<file path="src/rtl/sram_march_bist_ctrl.sv">
// March C- BIST controller for the 1-port SRAM macro BIST port.
// It walks the six March C- elements at one operation per cycle and checks each
// read one cycle later against the expected background.
// It also keeps sticky pass/fail status and first-failure diagnostics.
module sram_march_bist_ctrl #(
  parameter int                      P_ADDR_WIDTH = 10,
  parameter int                      P_DATA_WIDTH = 32,
  parameter logic [P_DATA_WIDTH-1:0] P_BACKGROUND = '0
) (
  input  logic                    A_BIST_CLK,
  input  logic                    A_BIST_RST,
  input  logic                    START,
  output logic                    BUSY,
  output logic                    DONE,
  output logic                    FAIL,
  output logic [P_ADDR_WIDTH-1:0] FAIL_ADDR,
  output logic [2:0]              FAIL_ELEM,
  output logic [P_DATA_WIDTH-1:0] FAIL_SYN,
  output logic [7:0]              FAIL_CNT,
  output logic                    A_BIST_EN,
  output logic                    A_BIST_MEN,
  output logic                    A_BIST_WEN,
  output logic                    A_BIST_REN,
  output logic [P_ADDR_WIDTH-1:0] A_BIST_ADDR,
  output logic [P_DATA_WIDTH-1:0] A_BIST_DIN,
  output logic [P_DATA_WIDTH-1:0] A_BIST_BM,
  input  logic [P_DATA_WIDTH-1:0] A_DOUT
);

  localparam logic [P_ADDR_WIDTH-1:0] ADDR_MAX = '1;
  localparam logic [P_ADDR_WIDTH-1:0] ADDR_ONE = P_ADDR_WIDTH'(1);
  localparam logic [2:0]              ELEM_LAST = 3'd5;

  typedef enum logic [1:0] {
    ST_IDLE,
    ST_RUN,
    ST_DRAIN,
    ST_DONE
  } state_t;

  state_t                  state_q, state_d;
  logic [2:0]              elem_q, elem_d;
  logic [P_ADDR_WIDTH-1:0] addr_q, addr_d;
  logic                    phase_q, phase_d;
  logic                    start_run;

  logic elem_down;
  logic two_ops;
  logic op_is_read;
  logic read_expects_one;
  logic write_one;
  logic at_terminal;
  logic last_op_of_addr;

  logic                    cmp_valid;
  logic [P_DATA_WIDTH-1:0] cmp_exp;
  logic [P_ADDR_WIDTH-1:0] cmp_addr;
  logic [2:0]              cmp_elem;
  logic [P_DATA_WIDTH-1:0] syndrome;
  logic                    miscompare;

  logic                    fail_q;
  logic [P_ADDR_WIDTH-1:0] fail_addr_q;
  logic [2:0]              fail_elem_q;
  logic [P_DATA_WIDTH-1:0] fail_syn_q;
  logic [7:0]              fail_cnt_q;

  // Decode the current element/phase into the operation being issued this cycle
  always_comb begin
    elem_down        = (elem_q == 3'd3) || (elem_q == 3'd4);
    two_ops          = (elem_q >= 3'd1) && (elem_q <= 3'd4);
    op_is_read       = two_ops ? !phase_q : (elem_q == ELEM_LAST);
    read_expects_one = (elem_q == 3'd2) || (elem_q == 3'd4);
    write_one        = (elem_q == 3'd1) || (elem_q == 3'd3);
    at_terminal      = elem_down ? (addr_q == '0) : (addr_q == ADDR_MAX);
    last_op_of_addr  = !two_ops || phase_q;
  end

  // Next-state logic: sequence operations, addresses and elements
  always_comb begin
    state_d   = state_q;
    elem_d    = elem_q;
    addr_d    = addr_q;
    phase_d   = phase_q;
    start_run = 1'b0;
    case (state_q)
      ST_IDLE, ST_DONE: begin
        if (START) begin
          state_d   = ST_RUN;
          elem_d    = 3'd0;
          addr_d    = '0;
          phase_d   = 1'b0;
          start_run = 1'b1;
        end
      end
      ST_RUN: begin
        if (!last_op_of_addr) begin
          phase_d = 1'b1;
        end else begin
          phase_d = 1'b0;
          if (at_terminal) begin
            if (elem_q == ELEM_LAST) begin
              state_d = ST_DRAIN;
            end else begin
              elem_d = elem_q + 3'd1;
              addr_d = ((elem_q == 3'd2) || (elem_q == 3'd3)) ? ADDR_MAX : '0;
            end
          end else begin
            addr_d = elem_down ? (addr_q - ADDR_ONE) : (addr_q + ADDR_ONE);
          end
        end
      end
      ST_DRAIN: begin
        state_d = ST_DONE;
      end
      default: begin
        state_d = ST_IDLE;
      end
    endcase
  end

  // Macro port and status outputs, decoded from the current state
  always_comb begin
    BUSY        = 1'b0;
    DONE        = 1'b0;
    A_BIST_EN   = 1'b0;
    A_BIST_MEN  = 1'b0;
    A_BIST_WEN  = 1'b0;
    A_BIST_REN  = 1'b0;
    A_BIST_ADDR = '0;
    A_BIST_DIN  = '0;
    A_BIST_BM   = '0;
    case (state_q)
      ST_RUN: begin
        BUSY        = 1'b1;
        A_BIST_EN   = 1'b1;
        A_BIST_MEN  = 1'b1;
        A_BIST_ADDR = addr_q;
        if (op_is_read) begin
          A_BIST_REN = 1'b1;
        end else begin
          A_BIST_WEN = 1'b1;
          A_BIST_BM  = '1;
          A_BIST_DIN = write_one ? ~P_BACKGROUND : P_BACKGROUND;
        end
      end
      ST_DRAIN: begin
        BUSY      = 1'b1;
        A_BIST_EN = 1'b1;
      end
      ST_DONE: begin
        DONE = 1'b1;
      end
      default: begin
        BUSY = 1'b0;
      end
    endcase
  end

  // State, element, address and phase registers
  always_ff @(posedge A_BIST_CLK) begin
    if (A_BIST_RST) begin
      state_q <= ST_IDLE;
      elem_q  <= 3'd0;
      addr_q  <= '0;
      phase_q <= 1'b0;
    end else begin
      state_q <= state_d;
      elem_q  <= elem_d;
      addr_q  <= addr_d;
      phase_q <= phase_d;
    end
  end

  // Remember what each read should return, so it can be checked when A_DOUT arrives
  always_ff @(posedge A_BIST_CLK) begin
    if (A_BIST_RST) begin
      cmp_valid <= 1'b0;
      cmp_exp   <= '0;
      cmp_addr  <= '0;
      cmp_elem  <= 3'd0;
    end else begin
      cmp_valid <= (state_q == ST_RUN) && op_is_read;
      cmp_exp   <= read_expects_one ? ~P_BACKGROUND : P_BACKGROUND;
      cmp_addr  <= addr_q;
      cmp_elem  <= elem_q;
    end
  end

  assign syndrome   = A_DOUT ^ cmp_exp;
  assign miscompare = cmp_valid && (|syndrome);

  // Sticky failure flag, first-failure capture and saturating miscompare count
  always_ff @(posedge A_BIST_CLK) begin
    if (A_BIST_RST || start_run) begin
      fail_q      <= 1'b0;
      fail_addr_q <= '0;
      fail_elem_q <= 3'd0;
      fail_syn_q  <= '0;
      fail_cnt_q  <= 8'd0;
    end else if (miscompare) begin
      if (fail_cnt_q != 8'hFF) begin
        fail_cnt_q <= fail_cnt_q + 8'd1;
      end
      if (!fail_q) begin
        fail_q      <= 1'b1;
        fail_addr_q <= cmp_addr;
        fail_elem_q <= cmp_elem;
        fail_syn_q  <= syndrome;
      end
    end
  end

  assign FAIL      = fail_q;
  assign FAIL_ADDR = fail_addr_q;
  assign FAIL_ELEM = fail_elem_q;
  assign FAIL_SYN  = fail_syn_q;
  assign FAIL_CNT  = fail_cnt_q;

endmodule
</file>
<file path="config.mk">
export PLATFORM = sky130hd
export DESIGN_NAME = sram_march_bist_ctrl
export DESIGN_NICKNAME = d
export VERILOG_FILES = /design/src/rtl/sram_march_bist_ctrl.sv
export SDC_FILE = /design/constraint.sdc
export NUM_CORES = 1
export LEC_CHECK = 0
export BUFFER_PORTS_ARGS = -buffer_cell sky130_fd_sc_hd__buf_2
export CORE_UTILIZATION = 30
export CTS_CLUSTER_SIZE = 16
export DETAILED_ROUTE_END_ITERATION = 10
export PLACE_DENSITY_LB_ADDON = 0.3
export SYNTH_ARGS = -nofsm -noshare
export SYNTH_HDL_FRONTEND = slang
export SYNTH_SLANG_ARGS = --single-unit
</file>
<file path="constraint.sdc">
create_clock -name A_BIST_CLK -period 3.7 [get_ports A_BIST_CLK]
set_input_delay 0.555 -clock A_BIST_CLK [delete_from_list [all_inputs] [get_ports A_BIST_CLK]]
set_output_delay 0.555 -clock A_BIST_CLK [all_outputs]
set_load 0.02 [all_outputs]
</file>
After elaboration in Yosys (flattened, before gate mapping)
Cells that the tools add are included.
{ "op_classes": {"reduce_logical": 23, "muxes": 38, "n_eq_ne": 16, "add_sub_neg": 4, "n_lt_le_gt_ge": 2, "bitwise_logic": 2} }
{ "op_table": {"columns": ["operator", "n"], "rows": [
  ["$mux 32", 6],
  ["$mux 10", 7],
  ["$reduce_or 32->1", 1],
  ["$xor 32x32->32", 1],
  ["$pmux 10 s2", 1],
  ["$mux 1", 13],
  ["$mux 3", 4],
  ["$add 10x1->10 const B", 1],
  ["$eq 10x10->1 const B", 1],
  ["$logic_not 10->1", 1],
  ["$ne 2x2->1 const B", 5],
  ["$sub 10x1->10 const B", 1],
  ["$add 8x1->8 const B", 1],
  ["$mux 2", 4],
  ["$ne 8x8->1 const B", 1],
  ["$reduce_and 4->1", 2],
  ["$eq 3x2->1 const B", 2],
  ["$eq 3x3->1 const B", 2],
  ["$logic_or 1x1->1", 6],
  ["$pmux 2 s3", 1],
  ["$pmux 3 s2", 1],
  ["$reduce_and 2->1", 3],
  ["$reduce_and 5->1", 1],
  ["$eq 2x2->1 const B", 2],
  ["other kinds (13)", 17]
]} }
{ "totals": {"output_inout_bits": 134, "wordCells": 98, "input_bits": 35, "ff_bits": 116} }

Longest topological paths before layout
{ "logic_depth": {"depth_word": 7, "mapped_depth": 11, "ltp_nobuf": 10} }

Worst setup path before layout
Ideal clock, no wire load.
{ "synth_timing": {"kind": "reg2out", "start": "register elem_q[1]", "end": "output A_BIST_DIN[10]", "t_required_ps": 3145, "stages_incl_launch_ff": 8, "n_path_buf": 1, "slack_ps": -532, "t_arrival_ps": 3677, "cell_sequence": "dfxtp_1 -> inv_1 -> ha_1 -> nor4_1 -> nor3_1 -> o21bai_1 -> nor3_1 -> buf_4"} }
{ "synth_between": {"elab_chain_cells": 5, "word_cells_on_any_way": 11, "classes_between": "order compare (2); eq/ne (3); mux (4); reduce/logical (2)"} }
{ "synth_rtl": {"columns": ["element", "line", "rtl"], "rows": [
  ["from (decl)", "42", "logic [2:0] elem_q, elem_d;"],
  ["from (signal assigned)", "169", "elem_q <= elem_d;"],
  ["$ge 3x1->1, or another cell as far along", "71", "two_ops = (elem_q >= 3'd1) && (elem_q <= 3'd4);"],
  ["$logic_and 1x1->1 / $logic_or 1x1->1 (equally long branches)", "71, 74", null],
  ["$mux 1 / $mux 32 (equally long branches)", "72, 144", null],
  ["$mux 32 (*)", "139", "if (op_is_read) begin"],
  ["$mux 32 (*)", "133", "case (state_q)"],
  ["to (decl)", "25", "output logic [P_DATA_WIDTH-1:0] A_BIST_DIN,"]
]} }
Every way passes the cells marked *; elsewhere a longest branch is shown, timed or not.

Final worst setup path
{ "layout_timing": {"start": "register elem_q[1]", "end": "output A_BIST_DIN[27]"} }
Same word-level chain as after synthesis.

==> metrics <==
Synth Area in Simple Gates=0.1760; clock-pin slew on the worst setup and hold paths=roughly 0.06 ns; actual slew at the worst max-slew pin=1.097 ns; post-route ant nets=0; Critical Path End=A_BIST_DIN[27]; top-area cell type share of the netlist area=0.3444; core area=16000 um^2; Root Buffer=clkbuf_16; slowest CP cell=dfxtp_1; total power=2.793 mW; Seq/Total Area, Yosys=0.3444; chip width=roughly 130 um; Area Growth Syn to Fin=16.64%; max incr delay on CP=around 0.39 ns; DR iter-0 viols=around 300; critical path capture point type=primary output; initial antenna violation count=0; required time of the worst setup path=between 3 and 4 ns; worst flop-to-flop path endpoint=FAIL_SYN[24]; CTS Buffer Depth=2; ys async rst share=0; H-tree depth=3; Arr. time, crit path=2.53 ns; TritonCTS clock tree=yes; DR pass1 iterations=4; Cells after Synth=555; synthesized cell area=approximately 4900 um^2; postcts setup bufs=0; total gr overflow=0; Num CTS Buffers=9; Synth Area per Inst=~8.9 um^2; max-slew violations=0; TNS Setup=0 ns; largest family of logic cells by synthesized area=compound AO/OA/AOI/OAI gates; final core occ=0.3602; Total GRT Usage=0.1397; Die Area=16990 um^2; maximum vdd drop=around 470 uV; DP HPWL=a little under 9 mm; number of distinct library cells after synthesis=a little over 50; # IOs=~170; Register Area=1703 um^2; Setup crit start=elem_q[1]; global-route wire length before repair=18.35 mm; Initial Utilization=0.3088; largest net degree at the start of global routing=91; Critical Path, Cell by Cell=inv_1 > ha_1 > nor4_1 > nor3_1 > o21bai_1 > nor3_2 > buf_4 > buf_2; Seq cells post-synth=85; Setup WS pre-CTS=roughly 0.72 ns; Crit path depth=8; fin worst setup slack=around 0.6 ns; status=complete, no violations; row count=46; Clock Skews=0.006089 ns; yosys warns=0; Max Cap Viol=0; max_slew headroom=0.2688; via density per instance=roughly 4.8; RSZ-0062 raised after global routing=no; top-count cell post-synth=dfxtp_1; post-synthesis xor/xnor area fraction=0.06559; LEAKAGE=~2.5 nW; hold crit path type=reg -> reg; CTS Hold Bufs=0; family with the most delay on the worst path=simple AND/OR/NAND/NOR gates; worst r2r path cells=7; Fillers=~1700; DP Area=5468 um^2; final wirelength=approximately 12 mm; clock latency on the worst-skew pair=0.34 ns; # DRC=0; final hold viol count=0; share of cells above drive strength 1=0.3554; syn nets=608; Synth top cells by count=dfxtp_1 (85), buf_4 (64), nor2_1 (57), xnor2_1 (35), a211oi_2 (33); CP Launch Type=flip-flop; synth top area cells=dfxtp_1 (34%), buf_4 (9.7%), a211oi_2 (8.4%), xnor2_1 (6.2%), nor2_1 (4.3%); post-synthesis compound-gate area fraction=0.1998; multi-input logic area=around 2600 um^2; leading area contributor after synthesis=dfxtp_1; final setup vio count=0; Nets=approximately 700; Routed WL per cell=13.67 um; Buf/Inv on CP=3; pwr/cell area=484.6 nW/um^2; Die Height=approximately 130 um; Adder-Cell Fraction of Synth Area=0.04710; port bufs=168; Final period util=0.8333; vias=around 4100; r2r setup slk=around 0.70 ns; Post-CTS Resized=0; Finished Cell Area=5763 um^2; clock sinks=85; Final Wtd Congestion=0.8368; Synth Flop Type=dfxtp_1; minimum clock period=slightly above 3 ns; Achievable Freq=324.3 MHz; vias in the first global route=3645; CP max FO=32; mux cell area share after synthesis=0.02760; number of synthesized flops with an enable pin=0; critical path type=reg -> out; Worst R2R Start=cmp_exp[30]
## placed cells by master, fill, tap and decap left out, types with 3 or more instances in the layout
cell and instances:
nand2_1 31, a211oi_1 4, o21ai_1 14, o31ai_1 5, o21bai_1 3, nor2_1 57, nand4_1 15, a211oi_2 33
buf_4 5, ha_1 17, o21ai_0 18, nor4_1 3, dfxtp_1 84, inv_1 13, xnor2_1 35, clkbuf_16 9
mux2i_1 11, a311oi_1 3, buf_2 168, nor2b_1 12, nand3_1 17, and2_1 11, a21oi_1 17, or4_1 12
a21o_1 4, nor3_1 7
## where the power goes
part	switching [mW]	internal [mW]
sequential	0.0301	0.936
combinational	0.671	0.263
clock	0.372	0.522
## kinds of logic (layout without fill, tap and decap cells)
group	count (synthesis)	after routing
flip-flops	85	85
multiplexers	13	13
AND/OR/NAND/NOR	175	175
AO/OA/AOI/OAI	120	120
adder cells (fa/ha/maj)	18	18
other	0	1
buffers and inverters	107	202
XOR/XNOR	37	37
## stage by stage
step	hold WS (ns)	std cells
2_1_floorplan	0.4224	555
3_3_place_gp	0.4263	850
3_5_place_dp	0.4338	850
4_1_cts	0.4450	866
5_1_grt	0.4583	866
6_report	0.4426	867
## per-layer routing
metal / wire (um) / GRT usage / share of wire
met1: 5439 / 0.1770 / 0.46
met2: 5473 / 0.2234 / 0.46
met3: 700 / 0.02993 / 0.059
met4: 243 / 0.07099 / 0.020
met5: 0 / 0 / 0
## how the worst min path moves through the flow
stage,from,to,depth (start not counted)
after floorplan,cmp_addr[0],FAIL_ADDR[0],2
after global placement,cmp_addr[0],FAIL_ADDR[0],2
after detailed placement,cmp_addr[8],FAIL_ADDR[8],2
after CTS,cmp_addr[9],FAIL_ADDR[9],2
after global routing,cmp_addr[8],FAIL_ADDR[8],2
final,cmp_addr[9],FAIL_ADDR[9],2
## area by class of cell
type | count | area share
clock buffers | 10 | 0.03973
multi-input cells | 363 | 0.4455
flip-flops and latches | 85 | 0.2955
repair buffers | 173 | 0.1524
well taps | 216 | 0.04690
clock inverters | 6 | 0.01107
inverters | 13 | 0.008467
diodes | 1 | 0.0004342
## flip-flops by register name, indices dropped and copies added, names as in the netlist, 2 cells and up
name and count:
cmp_elem 3, state_q 2, FAIL_SYN 32, elem_q 3
FAIL_ELEM 3, addr_q 10, FAIL_ADDR 10, FAIL_CNT 8
cmp_addr 10
## worst reg2reg max path, cell delays in order (launching register included)
cell and delay [ns]:
dfxtp_2 0.91, buf_4 0.34, nand4_1 0.10, mux2i_1 0.17, nand4_1 0.27, o211a_4 0.64
nor2_1 0.31, a211oi_2 0.07
(Power assumes the default switching activity.)
